--- config.mk ---
export PLATFORM = sky130hd
export DESIGN_NAME = varredura_display_flat
export DESIGN_NICKNAME = d
export VERILOG_FILES = /design/src/rtl/varredura_display_pkg.sv /design/src/rtl/varredura_display_if.sv /design/src/rtl/varredura_display_pre_escala.sv /design/src/rtl/varredura_display.sv /design/src/flat_wrapper.sv
export SDC_FILE = /design/constraint.sdc
export NUM_CORES = 1
export LEC_CHECK = 0
export ABC_AREA = 1
export ABC_CLOCK_PERIOD_IN_PS = 2800
export CAP_MARGIN = 40
export CORE_ASPECT_RATIO = 0.6
export CORE_UTILIZATION = 49
export DETAILED_ROUTE_END_ITERATION = 10
export DONT_BUFFER_PORTS = 1
export PLACE_DENSITY_LB_ADDON = 0.1
export SYNTH_ARGS = -nofsm -noshare
export SYNTH_HDL_FRONTEND = slang
export SYNTH_SLANG_ARGS = --single-unit
--- constraint.sdc ---
create_clock -name clk -period 2.8 [get_ports clk]
set_input_delay 0.28 -clock clk [delete_from_list [all_inputs] [get_ports clk]]
set_output_delay 0.28 -clock clk [all_outputs]
set_load 0.05 [all_outputs]
--- src/rtl/varredura_display_pkg.sv ---
// Shared types, glyph constants and BCD-to-segment helper for the display scanner.
package display_pkg;

    localparam int unsigned N_DIG = 6;
    localparam int unsigned DIG_W = 5;
    localparam int unsigned SEL_W = 4;
    localparam int unsigned SEG_W = 7;
    localparam int unsigned IDX_W = 3;

    typedef logic [SEG_W-1:0] seg_t;

    // Glyphs, bit order {g,f,e,d,c,b,a}, active-low
    localparam seg_t SEG_0     = 7'b1000000;
    localparam seg_t SEG_1     = 7'b1111001;
    localparam seg_t SEG_2     = 7'b0100100;
    localparam seg_t SEG_3     = 7'b0110000;
    localparam seg_t SEG_4     = 7'b0011001;
    localparam seg_t SEG_5     = 7'b0010010;
    localparam seg_t SEG_6     = 7'b0000010;
    localparam seg_t SEG_7     = 7'b1111000;
    localparam seg_t SEG_8     = 7'b0000000;
    localparam seg_t SEG_9     = 7'b0010000;
    localparam seg_t SEG_E     = 7'b0000110;
    localparam seg_t SEG_BLANK = 7'b1111111;

    // One complete set of values shown in a frame
    typedef struct packed {
        logic [DIG_W-1:0] d5;
        logic [DIG_W-1:0] d4;
        logic [DIG_W-1:0] d3;
        logic [DIG_W-1:0] d2;
        logic [DIG_W-1:0] d1;
        logic [SEL_W-1:0] sel;
    } dados_t;

    // Decimal glyph for 0-9, E for anything else
    function automatic seg_t bcd_para_seg(input logic [DIG_W-1:0] v);
        seg_t s;
        case (v)
            5'd0:    s = SEG_0;
            5'd1:    s = SEG_1;
            5'd2:    s = SEG_2;
            5'd3:    s = SEG_3;
            5'd4:    s = SEG_4;
            5'd5:    s = SEG_5;
            5'd6:    s = SEG_6;
            5'd7:    s = SEG_7;
            5'd8:    s = SEG_8;
            5'd9:    s = SEG_9;
            default: s = SEG_E;
        endcase
        return s;
    endfunction

endpackage

--- src/rtl/varredura_display_if.sv ---
// Update strobe/digit bus into the scanner and the multiplexed display outputs.
interface varredura_display_if;
    import display_pkg::*;

    logic             atualizar;
    logic [DIG_W-1:0] dig_1;
    logic [DIG_W-1:0] dig_2;
    logic [DIG_W-1:0] dig_3;
    logic [DIG_W-1:0] dig_4;
    logic [DIG_W-1:0] dig_5;
    logic [SEL_W-1:0] seletor;
    seg_t             seg;
    logic [N_DIG-1:0] an;
    logic             dp;

    modport master (
        output atualizar, dig_1, dig_2, dig_3, dig_4, dig_5, seletor,
        input  seg, an, dp
    );

    modport slave (
        input  atualizar, dig_1, dig_2, dig_3, dig_4, dig_5, seletor,
        output seg, an, dp
    );

endinterface

--- src/rtl/varredura_display_pre_escala.sv ---
// Free-running slot prescaler: counts 0..DIV-1, flags the wrap and the gap cycle.
module pre_escala #(
    parameter int unsigned DIV = 1000
) (
    input  logic clk,
    input  logic rst_n,
    output logic tick_c,
    output logic inicio_c
);

    localparam int unsigned PRE_W = (DIV > 2) ? $clog2(DIV) : 1;
    localparam logic [PRE_W-1:0] PRE_MAX = PRE_W'(DIV - 1);

    logic [PRE_W-1:0] pre_q;
    logic [PRE_W-1:0] pre_d;

    // Next count with wrap on the last cycle of the slot
    always_comb begin
        pre_d = pre_q + PRE_W'(1);
        if (pre_q == PRE_MAX) begin
            pre_d = '0;
        end
    end

    // Prescaler register
    always_ff @(posedge clk or negedge rst_n) begin
        if (!rst_n) begin
            pre_q <= '0;
        end else begin
            pre_q <= pre_d;
        end
    end

    assign tick_c   = (pre_q == PRE_MAX);
    assign inicio_c = (pre_q == '0);

endmodule

--- src/rtl/varredura_display.sv ---
// Six-digit multiplexed seven-segment scanner with frame-synchronous update,
// leading-zero blanking and a one-cycle inter-digit blanking gap.
module varredura_display
    import display_pkg::*;
#(
    parameter int unsigned DIV = 1000
) (
    input  logic               clk,
    input  logic               rst_n,
    varredura_display_if.slave disp_if
);

    localparam logic [IDX_W-1:0] IDX_MAX = IDX_W'(N_DIG - 1);

    logic             tick_c;
    logic             inicio_c;
    logic             fronteira_c;
    dados_t           entrada_c;

    logic [IDX_W-1:0] idx_q, idx_d;
    dados_t           hold_q, hold_d;
    dados_t           sh_q, sh_d;
    logic             pend_q, pend_d;
    seg_t             seg_q, seg_d;
    logic [N_DIG-1:0] an_q, an_d;
    logic             dp_q, dp_d;

    logic [N_DIG-1:0] zero_acima_c;
    logic [DIG_W-1:0] valor_c;
    logic             apagado_c;

    pre_escala #(
        .DIV (DIV)
    ) u_pre_escala (
        .clk      (clk),
        .rst_n    (rst_n),
        .tick_c   (tick_c),
        .inicio_c (inicio_c)
    );

    assign entrada_c = '{
        d5:  disp_if.dig_5,
        d4:  disp_if.dig_4,
        d3:  disp_if.dig_3,
        d2:  disp_if.dig_2,
        d1:  disp_if.dig_1,
        sel: disp_if.seletor
    };

    assign fronteira_c = tick_c && (idx_q == IDX_MAX);

    // Slot index advances once per prescaler wrap, wrapping after the last slot
    always_comb begin
        idx_d = idx_q;
        if (tick_c) begin
            if (idx_q == IDX_MAX) begin
                idx_d = '0;
            end else begin
                idx_d = idx_q + IDX_W'(1);
            end
        end
    end

    // Holding set, pending flag and shadow load; a frame only ever shows one data set
    always_comb begin
        hold_d = hold_q;
        sh_d   = sh_q;
        pend_d = pend_q;
        if (disp_if.atualizar) begin
            hold_d = entrada_c;
            pend_d = 1'b1;
        end
        if (fronteira_c && (pend_q || disp_if.atualizar)) begin
            sh_d   = disp_if.atualizar ? entrada_c : hold_q;
            pend_d = 1'b0;
        end
    end

    // Zero run from the most significant digit down; a non-zero or E value breaks it
    always_comb begin
        zero_acima_c    = '0;
        zero_acima_c[5] = (sh_q.d5 == '0);
        zero_acima_c[4] = (sh_q.d4 == '0) && zero_acima_c[5];
        zero_acima_c[3] = (sh_q.d3 == '0) && zero_acima_c[4];
        zero_acima_c[2] = (sh_q.d2 == '0) && zero_acima_c[3];
    end

    // Value and blanking decision for the current slot
    always_comb begin
        valor_c   = '0;
        apagado_c = 1'b0;
        case (idx_q)
            3'd0: valor_c = DIG_W'(sh_q.sel);
            3'd1: valor_c = sh_q.d1;
            3'd2: begin
                valor_c   = sh_q.d2;
                apagado_c = zero_acima_c[2];
            end
            3'd3: begin
                valor_c   = sh_q.d3;
                apagado_c = zero_acima_c[3];
            end
            3'd4: begin
                valor_c   = sh_q.d4;
                apagado_c = zero_acima_c[4];
            end
            3'd5: begin
                valor_c   = sh_q.d5;
                apagado_c = zero_acima_c[5];
            end
            default: begin
                valor_c   = '0;
                apagado_c = 1'b1;
            end
        endcase
    end

    // Next display outputs; the first cycle of every slot is an all-dark gap
    always_comb begin
        seg_d = SEG_BLANK;
        an_d  = '1;
        dp_d  = 1'b1;
        if (!inicio_c) begin
            an_d         = '1;
            an_d[idx_q]  = 1'b0;
            seg_d        = apagado_c ? SEG_BLANK : bcd_para_seg(valor_c);
            dp_d         = (idx_q != IDX_W'(1));
        end
    end

    // State and output registers
    always_ff @(posedge clk or negedge rst_n) begin
        if (!rst_n) begin
            idx_q  <= '0;
            hold_q <= '0;
            sh_q   <= '0;
            pend_q <= 1'b0;
            seg_q  <= SEG_BLANK;
            an_q   <= '1;
            dp_q   <= 1'b1;
        end else begin
            idx_q  <= idx_d;
            hold_q <= hold_d;
            sh_q   <= sh_d;
            pend_q <= pend_d;
            seg_q  <= seg_d;
            an_q   <= an_d;
            dp_q   <= dp_d;
        end
    end

    assign disp_if.seg = seg_q;
    assign disp_if.an  = an_q;
    assign disp_if.dp  = dp_q;

endmodule

--- src/flat_wrapper.sv ---
// flat-port wrapper written by rule: the top's interface ports become plain ports
module varredura_display_flat import display_pkg::*;
#(
    parameter int unsigned DIV = 1000
)
  (clk, rst_n, disp_if_atualizar, disp_if_dig_1, disp_if_dig_2, disp_if_dig_3, disp_if_dig_4, disp_if_dig_5, disp_if_seletor, disp_if_seg, disp_if_an, disp_if_dp);
  varredura_display_if disp_if_i ();
  input  logic clk;
  input  logic rst_n;
  input wire logic [$bits(disp_if_i.atualizar)-1:0] disp_if_atualizar;
  input wire logic [$bits(disp_if_i.dig_1)-1:0] disp_if_dig_1;
  input wire logic [$bits(disp_if_i.dig_2)-1:0] disp_if_dig_2;
  input wire logic [$bits(disp_if_i.dig_3)-1:0] disp_if_dig_3;
  input wire logic [$bits(disp_if_i.dig_4)-1:0] disp_if_dig_4;
  input wire logic [$bits(disp_if_i.dig_5)-1:0] disp_if_dig_5;
  input wire logic [$bits(disp_if_i.seletor)-1:0] disp_if_seletor;
  output wire logic [$bits(disp_if_i.seg)-1:0] disp_if_seg;
  output wire logic [$bits(disp_if_i.an)-1:0] disp_if_an;
  output wire logic [$bits(disp_if_i.dp)-1:0] disp_if_dp;
  assign disp_if_i.atualizar = disp_if_atualizar;
  assign disp_if_i.dig_1 = disp_if_dig_1;
  assign disp_if_i.dig_2 = disp_if_dig_2;
  assign disp_if_i.dig_3 = disp_if_dig_3;
  assign disp_if_i.dig_4 = disp_if_dig_4;
  assign disp_if_i.dig_5 = disp_if_dig_5;
  assign disp_if_i.seletor = disp_if_seletor;
  assign disp_if_seg = disp_if_i.seg;
  assign disp_if_an = disp_if_i.an;
  assign disp_if_dp = disp_if_i.dp;
  varredura_display #(.DIV(DIV)) u_core (.clk(clk), .rst_n(rst_n), .disp_if(disp_if_i));
endmodule
==> summary.md <==
| Metric | Value |
|---|---|
| Outcome | finished, final reports clean |
| GPL Wtd Cong | 0.871 |
| Reg2reg end | u_core.disp_if.seg[3] |
| Clock slew at reported path FFs | around 60 ps |
| Final setup margin | roughly 570 ps |
| Total power per unit cell area | ~590 nW/um2 |
| Grt total ovfl | 0 |
| HPWL after DPL | between 5 and 6 mm |
| Core box area | about 7900 um2 |
| Layout filler cell count | around 760 |
| HP Class | in2reg |
| Starting density of the core | 0.505 |
| CTS buffer count | 9 |
| RSZ-0062 raised after global routing | no |
| Die W | 118 um |
| Overall routed net length | roughly 8.3 mm |
| Synth area leaders | dfrtp_1, nand2_1, dfstp_2 |
| Final Max Slew Viols | 0 |
| Synth Cell Area | 3980 um2 |
| Final setup fails | 0 |
| Hold_buf cts | 2 |
| CTS tree | yes |
| DP Worst Slack | ~620 ps |
| CP arrival | between 2000 and 2500 ps |
| FMAX | between 400 and 500 MHz |
| Synth Register Bits | 86 |
| CP delay by family, top | simple AND/OR/NAND/NOR gates |
| CTS Root Cell | clkbuf_16 |
| Critical R2R Launch | u_core.idx_q[0] |
| # port buffers | 0 |
| Crit path top cell by count | nand2_1 |
| Post_cts resized | 0 |
| Reg2reg setup slack | roughly 570 ps |
| Cells after Synth | between 400 and 500 |
| Clock sinks | between 80 and 90 |
| H-Tree Depth | 3 |
| Pre-antenna DRT Iters | 4 |
| Cell Count Post-Placement | 592 |
| Fraction of layout cells with a size suffix above 1 | 0.0976 |
| Final hold vios | 0 |
| DRC viols | 0 |
| Crit path to | u_core.disp_if.seg[3] |
| Routed vias/inst | ~4.9 |
| Register area share after synthesis | 0.545 |
| Critical Path RT | 3050 ps |
| Clk Latency, worst-skew pair | around 330 ps |
| Biggest cell delay along the critical path | a little over 600 ps |
| Static leakage | approximately 2.3 nW |
| Crit path cell chain | inv_2 -> nor2_1 -> nand2_1 -> nand2_1 -> inv_1 -> nand2_1 -> nand2_1 -> ha_1 -> inv_1 -> nor2_1 -> inv_1 -> nand3_1 -> nand2_1 |
| Synth unique cells | 29 |
| Diodes inserted | 0 |
| Area of the die | ~8500 um2 |
| Syn_area_per_cell | 8.02 um2 |
| Max Cap Viol | 0 |
| Area growth from synthesis to layout | 9.59% |
| Avg WL per Cell | approximately 14 um |
| Number of global-route vias before repair | 2877 |
| Actual slew at the worst max-slew pin | 454 ps |
| Non-filler cells, final | roughly 600 |
| Overall routing resource usage | 0.216 |
| R2R depth | 13 |
| Synth area leader | dfrtp_1 |
| Critical path class | reg2reg |
| Worst Path Max Fanout | 13 |
| Slew HR | 0.697 |
| Maximum vdd drop | 0.000382 V |
| Critical Path Source Type | register |
| Initial antenna violation count | 0 |
| Fin crit share | 0.798 |
| Nets | about 540 |
| Minimum clock period | between 2000 and 2500 ps |
| Worst Setup SP | u_core.idx_q[0] |
| Critical Path Sink Type | register |
| Syn_nets | between 500 and 600 |
| Top-area cell type share of the netlist area | 0.453 |
| Largest net degree at the start of global routing | 87 |
| Slowest-stage cell, CP | dfrtp_1 |
| Setup TNS | 0 ps |
| # rows | 25 |
| Initial DRC Count | 200 |
| CTS Buffer Depth | 2 |
| Post-route antenna net violation count | 0 |
| Syn. warnings | 0 |
| Vias | a little under 3k |
| Num ports | 46 |
| First-pass GRT wire length | approximately 14 mm |
| CP Depth | 13 |
| Die Y | just over 70 um |
| Post-CTS setup buffer count | 0 |
| Layout Skew | 6.28 ps |
| Critical path buffers and inverters | 4 |
[Yosys cell counts (all sizes together)]
master  number
a21oi        7
a31oi        1
and3b        1
buf          8
clkbuf       8
dfrtp       72
dfstp       14
ha           9
inv         50
nand2      231
nand3       32
nand4        6
nor2        30
nor3        10
o21a         1
o21ai       13
o31ai        1
xor2         2
[worst min-delay path by stage]
stage,depth (start not counted),slack (ps),endpoint,startpoint
after detailed placement,0,-10,u_core.u_pre_escala.pre_q[6],rst_n
after floorplan,0,-20,u_core.hold_q[0],rst_n
after global routing,2,90,u_core.hold_q[2],disp_if_seletor[2]
after CTS,2,90,u_core.hold_q[25],disp_if_atualizar
after global placement,0,-10,u_core.u_pre_escala.pre_q[8],rst_n
final,2,90,u_core.hold_q[24],disp_if_atualizar
[worst register-to-register path, stage by stage (launching register included)]
cell,delay [ps]
dfrtp_1,620
inv_2,200
nor2_1,280
nand2_1,90
nand2_1,60
inv_1,30
nand2_1,70
nand2_1,130
ha_1,310
inv_1,30
nor2_1,150
inv_1,60
nand3_1,70
nand2_1,50
[registers in the layout, summed over array words and instances, names as in the netlist]
signal	cells
u_core.hold_q	29
u_core.u_pre_escala.pre_q	10
u_core.pend_q	1
u_core.disp_if.an	6
u_core.idx_q	3
u_core.sh_q	29
u_core.disp_if.seg	7
u_core.disp_if.dp	1
[logic make-up after synthesis]
| group | after synthesis | share of synthesized area |
|---|---|---|
| and+or+nand+nor | 310 | 0.319 |
| AOI/OAI and AO/OA | 23 | 0.0305 |
| buffers and inverters | 66 | 0.0726 |
| adders and majority gates | 9 | 0.0283 |
| DFF | 86 | 0.545 |
| xor gates and xnor gates | 2 | 0.00440 |
[through the flow]
step	power [mW]	hold WS (ps)	instance area, um2	util
after floorplan	1.47	-15.6	3980	-
after global placement	1.49	-12.9	4040	0.512
after detailed placement	1.50	-12.9	4050	0.514
after CTS	2.61	86.8	4360	0.553
after global routing	2.68	87.0	4360	0.553
final	2.58	94.2	4360	0.553
[layout by cell type, fill, tap and decap left out]
cell type      instances
a31oi_1                1
nand3_2                1
nor2_2                 2
clkbuf_16              9
xor2_1                 2
dfrtp_1               72
clkbuf_8               1
dlygate4sd3_1          1
nand4_1                6
buf_16                 1
o21ai_1                1
and3b_1                1
o21ai_0               12
buf_4                  3
buf_8                  1
nand2_1              229
clkinvlp_4             2
a21oi_1                7
nor3_1                 9
o31ai_1                1
nor3_4                 1
o21a_1                 1
inv_1                 40
nand2_2                2
inv_2                  9
clkinv_2               1
nor2_4                 1
clkbuf_1               3
nand3_1               31
ha_1                   9
dfstp_2               14
inv_4                  1
nor2_1                27
[final cells by class]
class | instances | area (um2) | share of cell area
Inverter | 50 | 190 | 0.0436
Clock buffer | 13 | 250 | 0.0574
Timing Repair Buffer | 6 | 75.1 | 0.0172
Tap cell | 108 | 135 | 0.0310
Clock inverter | 3 | 20.0 | 0.00459
Sequential cell | 86 | 2170 | 0.497
Multi-Input combinational cell | 344 | 1520 | 0.349
[report_power, final]
part           switching [mW]  internal, mW  total, mW
Clock                   0.446         0.624       1.07
Combinational          0.0950        0.0439      0.139
Sequential             0.0547          1.31       1.37
[routing by layer]
layer / GRT usage / part of all wire / vias up
met4: 0.0527 / 0.0041 / 0
met5: 0 / 0 / -
met2: 0.296 / 0.39 / 73
met1: 0.340 / 0.55 / 1365
met3: 0.0502 / 0.053 / 4
li1: - / - / 1533
Note: power is estimated with default switching activity, not from simulation.
